==> src/rtl/stopwatch_ctrl_if.sv <==
// Control/status bundle between the stopwatch controller, its button panel and
// the BCD counter datapath.
interface stopwatch_ctrl_if;
    logic        start_stop_p;
    logic        clear_p;
    logic        lap_p;
    logic        alarm_en;
    logic [15:0] alarm_bcd;
    logic [15:0] cnt_bcd;
    logic        cnt_en;
    logic        cnt_clr;
    logic [15:0] disp_bcd;
    logic        buzzer;
    logic        led_blink_en;
    logic [1:0]  state;

    // The panel/datapath side
    modport master (
        output start_stop_p, clear_p, lap_p, alarm_en, alarm_bcd, cnt_bcd,
        input  cnt_en, cnt_clr, disp_bcd, buzzer, led_blink_en, state
    );

    // The controller side
    modport slave (
        input  start_stop_p, clear_p, lap_p, alarm_en, alarm_bcd, cnt_bcd,
        output cnt_en, cnt_clr, disp_bcd, buzzer, led_blink_en, state
    );
endinterface

==> src/rtl/stopwatch_ctrl.sv <==
// Stopwatch controller: run/pause/clear FSM with lap hold and a one-shot
// mm:ss alarm that sounds for ALARM_SECS clk1hz cycles.
module stopwatch_ctrl #(
    parameter int ALARM_SECS = 5
) (
    input  logic             clk1hz,
    input  logic             rstn,
    stopwatch_ctrl_if.slave  bus
);
    typedef enum logic [1:0] {
        IDLE  = 2'd0,
        RUN   = 2'd1,
        PAUSE = 2'd2,
        ALARM = 2'd3
    } state_t;

    localparam logic [3:0] ALARM_LOAD = 4'(ALARM_SECS - 1);

    state_t      state_r;
    state_t      state_nxt;
    logic        hold_r;
    logic        hold_nxt;
    logic [15:0] lap_r;
    logic [15:0] lap_nxt;
    logic [3:0]  timer_r;
    logic [3:0]  timer_nxt;
    logic        armed_r;
    logic        armed_nxt;
    logic        clr_r;
    logic        setpoint_ok;
    logic        match;

    // A zero or malformed setpoint simply never matches
    assign setpoint_ok = (bus.alarm_bcd[3:0]   <= 4'd9) &&
                         (bus.alarm_bcd[7:4]   <= 4'd5) &&
                         (bus.alarm_bcd[11:8]  <= 4'd9) &&
                         (bus.alarm_bcd[15:12] <= 4'd9) &&
                         (bus.alarm_bcd != 16'h0000);

    assign match = (state_r == RUN) && bus.alarm_en && armed_r &&
                   (bus.cnt_bcd == bus.alarm_bcd) && setpoint_ok;

    always_ff @(posedge clk1hz or negedge rstn) begin
        if (!rstn) begin
            state_r <= IDLE;
            hold_r  <= 1'b0;
            lap_r   <= 16'h0000;
            timer_r <= 4'd0;
            armed_r <= 1'b1;
            clr_r   <= 1'b0;
        end else begin
            state_r <= state_nxt;
            hold_r  <= hold_nxt;
            lap_r   <= lap_nxt;
            timer_r <= timer_nxt;
            armed_r <= armed_nxt;
            clr_r   <= bus.clear_p;
        end
    end

    always_comb begin
        state_nxt = state_r;
        timer_nxt = timer_r;
        hold_nxt  = hold_r;
        lap_nxt   = lap_r;
        armed_nxt = armed_r;

        if (bus.clear_p) begin
            state_nxt = IDLE;
            timer_nxt = 4'd0;
        end else if (bus.start_stop_p) begin
            timer_nxt = 4'd0;
            case (state_r)
                IDLE, PAUSE: state_nxt = RUN;
                default:     state_nxt = PAUSE;
            endcase
        end else if (match) begin
            state_nxt = ALARM;
            timer_nxt = ALARM_LOAD;
        end else if (state_r == ALARM) begin
            if (timer_r == 4'd0) begin
                state_nxt = RUN;
            end else begin
                timer_nxt = timer_r - 4'd1;
            end
        end

        // Re-arm once the count moves off the setpoint so each pass fires once
        if (match && !bus.clear_p && !bus.start_stop_p) begin
            armed_nxt = 1'b0;
        end else if ((bus.cnt_bcd != bus.alarm_bcd) || !bus.alarm_en) begin
            armed_nxt = 1'b1;
        end

        if (bus.clear_p) begin
            hold_nxt = 1'b0;
        end else if (bus.lap_p && (state_r != IDLE)) begin
            if (hold_r) begin
                hold_nxt = 1'b0;
            end else if ((state_r == RUN) || (state_r == ALARM)) begin
                lap_nxt  = bus.cnt_bcd;
                hold_nxt = 1'b1;
            end
        end
    end

    assign bus.state        = state_r;
    assign bus.cnt_en       = (state_r == RUN) || (state_r == ALARM);
    assign bus.cnt_clr      = clr_r;
    assign bus.buzzer       = (state_r == ALARM);
    assign bus.led_blink_en = (state_r == ALARM);
    assign bus.disp_bcd     = hold_r ? lap_r : bus.cnt_bcd;
endmodule

==> src/flat_wrapper.sv <==
// flat-port wrapper written by rule: the top's interface ports become plain ports
module stopwatch_ctrl_flat 
#(
    parameter int ALARM_SECS = 5
)
  (clk1hz, rstn, bus_start_stop_p, bus_clear_p, bus_lap_p, bus_alarm_en, bus_alarm_bcd, bus_cnt_bcd, bus_cnt_en, bus_cnt_clr, bus_disp_bcd, bus_buzzer, bus_led_blink_en, bus_state);
  stopwatch_ctrl_if bus_i ();
  input  logic clk1hz;
  input  logic rstn;
  input wire logic [$bits(bus_i.start_stop_p)-1:0] bus_start_stop_p;
  input wire logic [$bits(bus_i.clear_p)-1:0] bus_clear_p;
  input wire logic [$bits(bus_i.lap_p)-1:0] bus_lap_p;
  input wire logic [$bits(bus_i.alarm_en)-1:0] bus_alarm_en;
  input wire logic [$bits(bus_i.alarm_bcd)-1:0] bus_alarm_bcd;
  input wire logic [$bits(bus_i.cnt_bcd)-1:0] bus_cnt_bcd;
  output wire logic [$bits(bus_i.cnt_en)-1:0] bus_cnt_en;
  output wire logic [$bits(bus_i.cnt_clr)-1:0] bus_cnt_clr;
  output wire logic [$bits(bus_i.disp_bcd)-1:0] bus_disp_bcd;
  output wire logic [$bits(bus_i.buzzer)-1:0] bus_buzzer;
  output wire logic [$bits(bus_i.led_blink_en)-1:0] bus_led_blink_en;
  output wire logic [$bits(bus_i.state)-1:0] bus_state;
  assign bus_i.start_stop_p = bus_start_stop_p;
  assign bus_i.clear_p = bus_clear_p;
  assign bus_i.lap_p = bus_lap_p;
  assign bus_i.alarm_en = bus_alarm_en;
  assign bus_i.alarm_bcd = bus_alarm_bcd;
  assign bus_i.cnt_bcd = bus_cnt_bcd;
  assign bus_cnt_en = bus_i.cnt_en;
  assign bus_cnt_clr = bus_i.cnt_clr;
  assign bus_disp_bcd = bus_i.disp_bcd;
  assign bus_buzzer = bus_i.buzzer;
  assign bus_led_blink_en = bus_i.led_blink_en;
  assign bus_state = bus_i.state;
  stopwatch_ctrl #(.ALARM_SECS(ALARM_SECS)) u_core (.clk1hz(clk1hz), .rstn(rstn), .bus(bus_i));
endmodule
==> config.mk <==
export PLATFORM = sky130hd
export DESIGN_NAME = stopwatch_ctrl_flat
export DESIGN_NICKNAME = d
export VERILOG_FILES = /design/src/rtl/stopwatch_ctrl_if.sv /design/src/rtl/stopwatch_ctrl.sv /design/src/flat_wrapper.sv
export SDC_FILE = /design/constraint.sdc
export NUM_CORES = 1
export LEC_CHECK = 0
export ABC_AREA = 1
export CAP_MARGIN = 20
export CORE_AREA = 3 3 71 73
export CTS_CLUSTER_SIZE = 10
export DETAILED_ROUTE_END_ITERATION = 10
export DIE_AREA = 0 0 74 76
export PLACE_DENSITY = 0.7
export SYNTH_ARGS = -nofsm -noshare
export SYNTH_HDL_FRONTEND = slang
export SYNTH_SLANG_ARGS = --single-unit
==> constraint.sdc <==
create_clock -name clk1hz -period 1.21 [get_ports clk1hz]
set_input_delay 0.3025 -clock clk1hz [delete_from_list [all_inputs] [get_ports clk1hz]]
set_output_delay 0.3025 -clock clk1hz [all_outputs]
set_load 0.03 [all_outputs]
==> results of run 1 <==
-- Yosys cell counts (2+ instances only) --
master,number,area (sq um)
sky130_fd_sc_hd__a21oi_1,2,10.0
sky130_fd_sc_hd__buf_2,2,10.0
sky130_fd_sc_hd__clkbuf_1,4,15.0
sky130_fd_sc_hd__dfrtp_1,24,601
sky130_fd_sc_hd__inv_1,41,154
sky130_fd_sc_hd__nand2_1,105,394
sky130_fd_sc_hd__nand3_1,17,85.1
sky130_fd_sc_hd__nand3b_1,2,15.0
sky130_fd_sc_hd__nand4_1,4,25.0
sky130_fd_sc_hd__nor2_1,37,139
sky130_fd_sc_hd__o21ai_0,25,125
sky130_fd_sc_hd__o21ai_1,9,45.0
sky130_fd_sc_hd__xnor2_1,2,17.5
-- layer usage --
metal  track usage, %  share of wire, %  vias to the layer above
met5                0                 0                        -
met4             5.25               1.6                        0
met3             3.03               6.7                       10
met2             34.8                49                       77
met1             27.6                42                      991
li1                 -                 -                     1108
-- per-stage QoR --
step           setup TNS [ps]  power [mW]  cell area [sq um]
6_report               -10520        2.82               3230
2_1_floorplan           -1710        1.71               1990
3_5_place_dp           -14540        2.15               2850
5_1_grt                -12840        3.01               3230
4_1_cts                -10680        2.80               3180
3_3_place_gp           -14480        2.13               2850
-- state kept, by name, summed over array words and instances (netlist names) --
signal / flops
u_core.bus.state: 2
u_core.hold_r: 1
u_core.armed_r: 1
u_core.lap_r: 16
u_core.timer_r: 4
u_core.bus.cnt_clr: 1
-- cell families (layout without fill, tap and decap cells) --
kind of cell	after synthesis	count (layout)	synth area share (%)
simple gates	170	170	40.5
buf+inv	50	159	11.2
compound gates	38	38	11.0
flops	25	25	35.2
xor+xnor	3	3	1.48
fa+ha+maj	1	1	0.703
-- cell type report --
type	count	area share, %
tap	52	2.02
clock buffer	3	1.28
timing repair buffer	113	33.6
sequential	25	19.6
inverter	42	4.97
clock inverter	1	0.233
multi-input combinational	212	38.3
-- power groups by stage --
stage	registers [mW]	clock network [mW]	logic, mW
2_1_floorplan	1.14	0	0.573
3_3_place_gp	1.13	0	0.994
3_5_place_dp	1.14	0	1.01
4_1_cts	1.14	0.548	1.12
5_1_grt	1.17	0.583	1.25
6_report	1.15	0.537	1.14
-- worst paths after layout --
path | from | end | slack (ps)
worst max-delay path | u_core.hold_r | bus_disp_bcd[9] | -410
worst max register to register | u_core.armed_r | u_core.bus.state[1] | -310
worst min-delay path | rstn | u_core.lap_r[12] | 360
worst min register to register | u_core.lap_r[2] | u_core.lap_r[2] | 500
max in group asynchronous | rstn | u_core.armed_r | 620
min in group clk1hz | u_core.lap_r[2] | u_core.lap_r[2] | 500
-- timing repair --
action,4_1_cts,5_1_grt
hold buffers,0,0
endpoints found under the setup margin,45,45
gates resized for setup,89,13
pin swaps,14,8
buffers inserted,11,0
==> load_flow_metrics.sql, run 1 <==
INSERT INTO impl_metrics (metric_group, metric, value, unit) VALUES
('yosys', 'synth_nets', '326', ''),
('worst_setup_path', 'critical_path_class', 'flop to primary output', ''),
('worst_setup_path', 'worst-r2r-cell-count', '9', ''),
('routing', 'number_of_iterations_in_the_first_detailed_routing_pass', '5', ''),
('run_status', 'outcome', 'complete, but fails checks', ''),
('global_route', 'antenna_found_initial', '0', ''),
('min_path', 'hold_class', 'input port to async pin', ''),
('floorplan', 'io-pin-count', '60', ''),
('final_layout', 'utilization', '73.1', '%'),
('global_route', 'grt_first_pass_wirelength', '9.49', 'mm'),
('clocking', 'cts_max_level', '1', ''),
('clocking', 'clock_latency', '280', 'ps'),
('final_layout', 'filler_cell_count', '386', ''),
('worst_setup_path', 'critical-path-max-stage-delay', '450', 'ps'),
('worst_setup_path', 'cp_num_buf_inv', '3', ''),
('routing', 'vias', '2186', ''),
('final_layout', 'multi_input_comb_area', '1240', 'sq um'),
('timing', 'timing.final.max_slew_violations', '0', ''),
('routing', 'avgRoutedWirePerCell', '12.6', 'microns'),
('clocking', 'clk_root_buffer_cell', 'sky130_fd_sc_hd__clkbuf_8', ''),
('worst_setup_path', 'path_depth', '4', ''),
('pwr', 'total_leakage_power', '1.74', 'nW'),
('floorplan', 'die_area', '5620', 'sq um'),
('global_route', 'maximum_number_of_pins_on_one_net_before_global_route_repair', '26', ''),
('yosys', 'netlist_instances', '287', ''),
('timing', 'worst_slew_margin_rel', '86.2', '%'),
('timing', 'period_minus_slack', '1620', 'ps'),
('clocking', 'cts_buffers', '3', ''),
('pwr', 'net_switching_component_of_the_power', '1.01', 'mW'),
('timing', 'share_of_the_cycle_needed_by_the_critical_path_after_routing', '134', '%'),
('yosys', 'synth-async-reset-ratio', '100', '%'),
('timing', 'finalSetupViolCount', '45', ''),
('routing', 'drc', '0', ''),
('routing', 'routed_wl', '5.66', 'mm'),
('routing', 'detail-route-antenna-nets', '0', ''),
('worst_setup_path', 'worst-endpoint-required', '910', 'ps'),
('pwr', 'seq_power_share', '40.7', '%'),
('final_layout', 'register_area', '631', 'sq um'),
('clocking', 'clock_tree.buffer_depth', '2', ''),
('floorplan', 'chipHeight', '76', 'microns'),
('clocking', 'clk_pin_slew', '100', 'ps'),
('worst_setup_path', 'crit_path_top_delay_cell', 'sky130_fd_sc_hd__dfrtp_2', ''),
('pwr', 'vdd_drop_max', '0.000487', 'V'),
('routing', 'detail_route.iter0.violations', '121', ''),
('worst_setup_path', 'critPathLaunchType', 'flop', ''),
('yosys', 'yosys_warnings', '0', ''),
('worst_setup_path', 'crit_path_max_fanout', '9', ''),
('floorplan', 'die_w', '74', 'microns'),
('worst_setup_path', 'crit_family', 'flip-flops', ''),
('run_status', 'failed_checks', 'negative setup slack', ''),
('pwr', 'internal-power', '1.82', 'mW'),
('clocking', 'cts_num_sinks', '25', ''),
('global_route', 'first_global_vias', '2102', ''),
('clocking', 'cts_tree', 'built', ''),
('pwr', 'clkPwrFrac', '19.0', '%'),
('final_layout', 'drive_above_1_share', '35.9', '%'),
('pwr', 'power_per_cell_area', '875', 'nW/um^2'),
('worst_setup_path', 'worst-endpoint-arrival', '1320', 'ps'),
('yosys', 'synth_enable_flop_cells', '0', ''),
('timing', 'fin_worst_hold_slack', '364', 'ps'),
('yosys', 'synth-seq-area-share', '35.2', '%'),
('final_layout', 'layout.cells.most_common', 'sky130_fd_sc_hd__nand2_1', ''),
('floorplan', 'row_count', '24', ''),
('final_layout', 'diode_insertion_count_for_antenna_repair', '0', ''),
('global_route', 'overflow', '0', ''),
('timing', 'maxClockFrequency', '618', 'MHz'),
('timing', 'layout_setup_ws', '-408', 'ps'),
('timing', 'grt_setup_unrepaired', 'true', ''),
('yosys', 'synth.cell_area', '1780', 'sq um'),
('pwr', 'fraction_of_power_spent_switching_nets', '35.6', '%'),
('place', 'placed_cells', '433', '');
Note: power is estimated with default switching activity, not from simulation.
==> run 2: changes to the inputs <==
Settings changed: PLACE_DENSITY 0.7 to 0.77.
==> run 2 against run 1 <==
  * The flow still finishes with violations (negative setup slack)
  * Cell count rose by 1.6%
  * Critical path depth did not move
  * Die area did not move
  * Hold slack got worse by 2.9 ps
  * Clock skew rose by 3.5 ps
  * Sequential share of layout area fell by 2.0 points
  * Worst setup slack got worse by 45 ps
  * Flip-flop and latch count did not move
  * Largest cell class unchanged
  * Largest power group is now combinational logic
==> load_flow_metrics.sql, run 2 (same netlist as run 1, synthesis figures left out) <==
INSERT INTO impl_metrics (metric_group, metric, value, unit) VALUES
('run_status', 'outcome', 'complete, but fails checks', ''),
('run_status', 'failed_checks', 'negative setup slack', ''),
('timing', 'timing.final.max_slew_violations', '0', ''),
('floorplan', 'io-pin-count', '60', ''),
('timing', 'period_minus_slack', '1660', 'ps'),
('clocking', 'cts_buffers', '3', ''),
('floorplan', 'row_count', '24', ''),
('worst_setup_path', 'critical-path-max-stage-delay', '470', 'ps'),
('worst_setup_path', 'crit_family', 'flip-flops', ''),
('routing', 'post_drt_via_cell_ratio', '5.63', ''),
('global_route', 'maximum_number_of_pins_on_one_net_before_global_route_repair', '26', ''),
('worst_setup_path', 'worst-endpoint-arrival', '1360', 'ps'),
('global_route', 'global_route.usage.total', '28.0', '%'),
('worst_setup_path', 'reg2reg_slack', '-370', 'ps'),
('timing', 'finClkSkew', '8.11', 'ps'),
('worst_setup_path', 'worstSetupEndpointType', 'primary output', ''),
('global_route', 'first_global_vias', '2616', ''),
('routing', 'detail_route.iter0.violations', '361', ''),
('timing', 'grt_setup_unrepaired', 'true', ''),
('global_route', 'grt_first_pass_wirelength', '12.3', 'mm'),
('routing', 'detail-route-antenna-nets', '0', ''),
('worst_setup_path', 'worst-endpoint-required', '910', 'ps'),
('worst_setup_path', 'critPathLaunchType', 'flop', ''),
('floorplan', 'chipHeight', '76', 'microns'),
('global_route', 'antenna_found_initial', '0', ''),
('worst_setup_path', 'worst-r2r-cell-count', '10', ''),
('floorplan', 'die_area', '5620', 'sq um'),
('clocking', 'cts_max_level', '1', ''),
('timing', 'worst-slew-pin-transition', '299', 'ps'),
('clocking', 'cts_num_sinks', '25', ''),
('pwr', 'power_per_cell_area', '909', 'nW/um^2'),
('clocking', 'clock_latency', '280', 'ps'),
('final_layout', 'utilization', '81.3', '%'),
('worst_setup_path', 'crit_path_top_delay_cell', 'sky130_fd_sc_hd__dfrtp_2', ''),
('worst_setup_path', 'worstSetupStartpoint', 'u_core.hold_r', ''),
('worst_setup_path', 'critical_path_class', 'flop to primary output', ''),
('final_layout', 'largest_register_ffs', '16', ''),
('place', 'port_buffers', '59', ''),
('worst_setup_path', 'crit_path_max_fanout', '7', ''),
('worst_setup_path', 'worstReg2RegEnd', 'u_core.lap_r[15]', ''),
('timing', 'worst_slew_margin_rel', '80.0', '%'),
('clocking', 'clock_tree.buffer_depth', '2', ''),
('timing', 'hold_violations', '0', ''),
('clocking', 'cts_hold_repair.buffers', '0', ''),
('pwr', 'vdd_drop_max', '0.000557', 'V'),
('timing', 'maxClockFrequency', '601', 'MHz'),
('floorplan', 'core_area', '4410', 'sq um'),
('clocking', 'cts_tree', 'built', ''),
('timing', 'share_of_the_cycle_needed_by_the_critical_path_after_routing', '137', '%'),
('worst_setup_path', 'rr_startpoint', 'u_core.bus.state[0]', ''),
('place', 'finalWeightedCongestion', '0.855', ''),
('timing', 'layout_setup_ws', '-453', 'ps'),
('place', 'place_hpwl', '4.18', 'mm'),
('timing', 'finalSetupViolCount', '45', ''),
('place', 'dpl_worst_slack', '-639', 'ps'),
('routing', 'drc', '0', ''),
('pwr', 'power.total', '3.26', 'mW'),
('routing', 'avgRoutedWirePerCell', '18.3', 'microns'),
('final_layout', 'final_cell_mix', 'sky130_fd_sc_hd__nand2_1 (66), sky130_fd_sc_hd__buf_4 (43), sky130_fd_sc_hd__inv_1 (35)', ''),
('routing', 'number_of_iterations_in_the_first_detailed_routing_pass', '6', ''),
('final_layout', 'layout.cells.most_common', 'sky130_fd_sc_hd__nand2_1', ''),
('floorplan', 'initial_core_util', '40.3', '%'),
('place', 'placed_cells', '428', ''),
('run', 'max_cap_violations', '0', ''),
('min_path', 'hold_class', 'input port to async pin', ''),
('routing', 'routed_wl', '8.34', 'mm'),
('final_layout', 'flow.area_growth_from_synthesis', '102', '%'),
('final_layout', 'register_with_the_most_flip_flops', 'u_core.lap_r', ''),
('routing', 'vias', '2563', ''),
('clocking', 'clk_pin_slew', '110', 'ps'),
('worst_setup_path', 'crit_chain', 'buf_12 > buf_16 > o21ai_4 > buf_6', ''),
('final_layout', 'fin_nets', '443', ''),
('final_layout', 'drive_above_1_share', '47.1', '%'),
('final_layout', 'final_cells', '455', ''),
('floorplan', 'die_w', '74', 'microns'),
('global_route', 'overflow', '0', ''),
('worst_setup_path', 'cp_num_buf_inv', '3', ''),
('clocking', 'clk_root_buffer_cell', 'sky130_fd_sc_hd__clkbuf_8', ''),
('pwr', 'total_leakage_power', '1.89', 'nW'),
('final_layout', 'diode_insertion_count_for_antenna_repair', '0', '');
## run 2: cell count changes in the layout (fill, tap and decap cells not counted), sizes merged
| cell | previous run | this run |
|---|---|---|
| clkdlybuf4s50 | 6 | 9 |
| dlygate4sd2 | 30 | 24 |
| dlymetal6s2s | 1 | 4 |
| buf | 76 | 83 |
## run 2: metal layers
metal	share of wire, %	GRT usage, %	up-vias
met5	0	0	-
met4	6.6	14.1	0
met3	8.8	3.17	61
met2	49	48.8	195
met1	35	32.9	1178
li1	-	-	1129
## run 2: how the worst max path moves through the flow
stage	depth (start not counted)	slack [ps]	to
after floorplan	9	-110	u_core.bus.state[1]
after global placement	9	-630	u_core.armed_r
after detailed placement	8	-640	u_core.armed_r
after CTS	4	-410	bus_disp_bcd[14]
after global routing	9	-500	u_core.timer_r[2]
final	4	-450	bus_disp_bcd[5]
## run 2: power breakdown
group	internal [mW]	switching (mW)	total, mW
clock network	0.235	0.327	0.562
registers	1.03	0.228	1.25
logic	0.726	0.721	1.45
## run 2: area by class of cell
cell class / instances / area (sq um)
Inverter: 42 / 163
Sequential cell: 25 / 631
Multi-Input combinational cell: 212 / 1430
Tap cell: 52 / 65.1
Clock buffer: 3 / 41.3
Fill cell: 245 / 825
Clock inverter: 1 / 7.51
Timing Repair Buffer: 120 / 1260
## run 2: repair_timing
action / CTS / global route
cloned: 6 / 0
pin swaps: 23 / 15
setup endpoints to repair: 45 / 45
gates resized for setup: 120 / 42
buffers inserted: 18 / 1
## run 2: per-stage QoR
step / TNS [ps] / area, sq um / hold WS [ps]
6_report: -16090 / 3590 / 361
3_3_place_gp: -14630 / 2820 / 471
4_1_cts: -12510 / 3460 / 364
3_5_place_dp: -15190 / 2820 / 478
2_1_floorplan: -1710 / 1990 / 6.91
5_1_grt: -18230 / 3590 / 372
==> run 3: changes to the inputs <==
Settings changed: CELL_PAD_IN_SITES_DETAIL_PLACEMENT set to 0, CELL_PAD_IN_SITES_GLOBAL_PLACEMENT set to 1, CORE_AREA 3 3 71 73 to 3 3 78 80, DIE_AREA 0 0 74 76 to 0 0 81 83, PLACE_DENSITY 0.77 to 0.87.
Clock period 1.21 ns to 2.1 ns, I/O delays scaled along.
==> run 3 against run 2 <==
  * The run now ends clean
  * Global-route usage is 12 points lower
  * Non-clock buffer count is 49 lower
  * Die area is 20% higher
  * Utilization is 35 points lower
  * Final area is 30% lower
  * Combinational power is 67% lower
  * Critical endpoint is now bus_disp_bcd[11]
  * Largest cell class unchanged
  * Highest routed layer unchanged
==> load_flow_metrics.sql, run 3 (same netlist as run 1, synthesis figures left out) <==
INSERT INTO impl_metrics (metric_group, metric, value, unit) VALUES
('worst_setup_path', 'worst-endpoint-arrival', '1500', 'ps'),
('final_layout', 'final_cells', '426', ''),
('routing', 'vias', '1903', ''),
('worst_setup_path', 'critical-path-max-stage-delay', '500', 'ps'),
('worst_setup_path', 'crit_family', 'buffers and inverters', ''),
('global_route', 'maximum_number_of_pins_on_one_net_before_global_route_repair', '34', ''),
('clocking', 'clock_latency', '280', 'ps'),
('timing', 'finalSetupViolCount', '0', ''),
('pwr', 'power.total', '1.43', 'mW'),
('routing', 'detail-route-antenna-nets', '0', ''),
('timing', 'hold_violations', '0', ''),
('final_layout', 'register_with_the_most_flip_flops', 'u_core.lap_r', ''),
('final_layout', 'final_cell_mix', 'sky130_fd_sc_hd__nand2_1 (105), sky130_fd_sc_hd__inv_1 (41), sky130_fd_sc_hd__clkdlybuf4s50_1 (41)', ''),
('place', 'placed_cells', '422', ''),
('timing', 'share_of_the_cycle_needed_by_the_critical_path_after_routing', '96.4', '%'),
('worst_setup_path', 'crit_chain', 'clkdlybuf4s50_1 > inv_1 > o21ai_0 > buf_4', ''),
('floorplan', 'die_area', '6720', 'sq um'),
('final_layout', 'diode_insertion_count_for_antenna_repair', '0', ''),
('floorplan', 'core_area', '5470', 'sq um'),
('timing', 'grt_setup_unrepaired', 'false', ''),
('clocking', 'cts_post_setup_buffers_inserted', '0', ''),
('floorplan', 'row_count', '27', ''),
('clocking', 'cts_buffers', '3', ''),
('pwr', 'seq_power_share', '45.2', '%'),
('place', 'port_buffers', '59', ''),
('clocking', 'clk_root_buffer_cell', 'sky130_fd_sc_hd__clkbuf_8', ''),
('pwr', 'internal-power', '938', 'uW'),
('timing', 'setup_tns', '0', 'ps'),
('worst_setup_path', 'crit_path_max_fanout', '3', ''),
('worst_setup_path', 'cp_num_buf_inv', '3', ''),
('worst_setup_path', 'critPathLaunchType', 'input port', ''),
('floorplan', 'chipHeight', '83', 'microns'),
('min_path', 'hold_class', 'flop to flop', ''),
('pwr', 'clkPwrFrac', '21.2', '%'),
('routing', 'drc', '0', ''),
('final_layout', 'drive_above_1_share', '11.0', '%'),
('floorplan', 'io-pin-count', '60', ''),
('final_layout', 'layout.cells.most_common', 'sky130_fd_sc_hd__nand2_1', ''),
('final_layout', 'flow.area_growth_from_synthesis', '41.9', '%'),
('worst_setup_path', 'worst-endpoint-required', '1570', 'ps'),
('pwr', 'combinationalPowerShare', '33.6', '%'),
('final_layout', 'largest_register_ffs', '16', ''),
('clocking', 'cts_num_sinks', '25', ''),
('routing', 'routed_wl', '5.17', 'mm'),
('run_status', 'outcome', 'complete, no violations', ''),
('final_layout', 'fin_nets', '394', ''),
('routing', 'detail_route.iter0.violations', '96', ''),
('pwr', 'power_per_cell_area', '568', 'nW/um^2'),
('global_route', 'global_route.usage.total', '16.1', '%'),
('run', 'max_cap_violations', '0', ''),
('place', 'place_hpwl', '4.33', 'mm'),
('clocking', 'clk_pin_slew', '90', 'ps'),
('global_route', 'grt_first_pass_wirelength', '8.58', 'mm'),
('pwr', 'total_leakage_power', '1.35', 'nW'),
('routing', 'number_of_iterations_in_the_first_detailed_routing_pass', '4', ''),
('pwr', 'fraction_of_power_spent_switching_nets', '34.6', '%'),
('clocking', 'cts_max_level', '1', ''),
('timing', 'maxClockFrequency', '494', 'MHz'),
('timing', 'period_minus_slack', '2020', 'ps'),
('global_route', 'overflow', '0', ''),
('clocking', 'clock_tree.buffer_depth', '2', ''),
('floorplan', 'initial_core_util', '32.5', '%'),
('final_layout', 'filler_cell_count', '600', ''),
('global_route', 'antenna_found_initial', '0', ''),
('clocking', 'cts_tree', 'built', ''),
('clocking', 'cts_hold_repair.buffers', '0', ''),
('pwr', 'net_switching_component_of_the_power', '497', 'uW'),
('timing', 'worst-slew-pin-transition', '348', 'ps'),
('timing', 'timing.final.max_slew_violations', '0', ''),
('routing', 'post_drt_via_cell_ratio', '4.47', ''),
('timing', 'worst_slew_margin_rel', '76.8', '%'),
('place', 'finalWeightedCongestion', '0.870', ''),
('worst_setup_path', 'crit_path_top_delay_cell', 'sky130_fd_sc_hd__clkdlybuf4s50_1', ''),
('worst_setup_path', 'worstSetupEndpointType', 'primary output', ''),
('global_route', 'first_global_vias', '1901', ''),
('worst_setup_path', 'critical_path_class', 'input port to primary output', ''),
('routing', 'avgRoutedWirePerCell', '12.1', 'microns'),
('floorplan', 'die_w', '81', 'microns'),
('timing', 'finClkSkew', '4.73', 'ps'),
('pwr', 'vdd_drop_max', '0.000257', 'V');
## run 3: changes by cell type in the layout (fill, tap and decap cells not counted), sizes merged
cell / previous run / this run
buf: 83 / 28
clkdlybuf4s50: 9 / 41
dlygate4sd2: 24 / 2
dlymetal6s2s: 4 / 0
clkinv: 0 / 1
clkinvlp: 1 / 0
## run 3: worst paths after layout
| kind | start | endpoint | slack, ps | depth (start not counted) |
|---|---|---|---|---|
| worst max register to register | u_core.armed_r | u_core.timer_r[2] | 620 | 9 |
| worst min-delay path | u_core.lap_r[5] | u_core.lap_r[5] | 490 | 2 |
| worst max-delay path | bus_cnt_bcd[11] | bus_disp_bcd[11] | 80 | 4 |
| max in group asynchronous | rstn | u_core.armed_r | 1190 | 2 |
| worst min register to register | u_core.lap_r[5] | u_core.lap_r[5] | 490 | 2 |
| min in group asynchronous | rstn | u_core.timer_r[3] | 610 | 2 |
## run 3: worst reg2reg max path, stage by stage, from the launching register on
cell                      delay (ps)
sky130_fd_sc_hd__dfstp_2         540
sky130_fd_sc_hd__nand2_1          50
sky130_fd_sc_hd__inv_1            60
sky130_fd_sc_hd__nand3_1          70
sky130_fd_sc_hd__nor2_1           90
sky130_fd_sc_hd__nand2_1          90
sky130_fd_sc_hd__nor2_4          150
sky130_fd_sc_hd__nand4_4         140
sky130_fd_sc_hd__nand3_1         110
sky130_fd_sc_hd__nand3_1          70
## run 3: layer usage
metal  global-route usage [%]  up-vias  part of all wire, %
met1                     21.5      837                   46
met5                        0        -                    0
met2                     27.0       40                   49
met3                     1.52        5                  4.6
li1                         -     1021                    -
met4                     5.22        0                  1.3
## run 3: power groups by stage
stage          Combinational (mW)  Sequential, mW  Clock, mW
2_1_floorplan               0.271           0.654          0
3_3_place_gp                0.481           0.652          0
3_5_place_dp                0.488           0.658          0
4_1_cts                     0.487           0.649      0.313
5_1_grt                     0.542           0.663      0.335
6_report                    0.482           0.649      0.304
## run 3: per-stage QoR
step / util (%) / worst slack, ps / instance area, sq um / hold slack, ps
CTS: 46.2 / 32.7 / 2530 / 498
detailed placement: 45.4 / -8.35 / 2480 / 474
global placement: 45.4 / 34.7 / 2480 / 467
global route: 46.2 / 1.78 / 2530 / 529
floorplan: - / 268 / 1780 / 229
finish: 46.2 / 76.1 / 2530 / 491
## run 3: cell type report
cell class / instances / area (sq um) / share of cell area (%)
clock buffers: 3 / 41.3 / 1.63
clock inverters: 1 / 5.00 / 0.198
inverters: 42 / 158 / 6.24
multi-input cells: 212 / 955 / 37.8
flip-flops and latches: 25 / 627 / 24.8
well taps: 72 / 90.1 / 3.57
repair buffers: 71 / 651 / 25.8
## run 3: repair_timing
action | 4_1_cts | 5_1_grt
pin swaps | 0 | 0
endpoints found under the setup margin | 2 | 1
gates resized for setup | 2 | 1
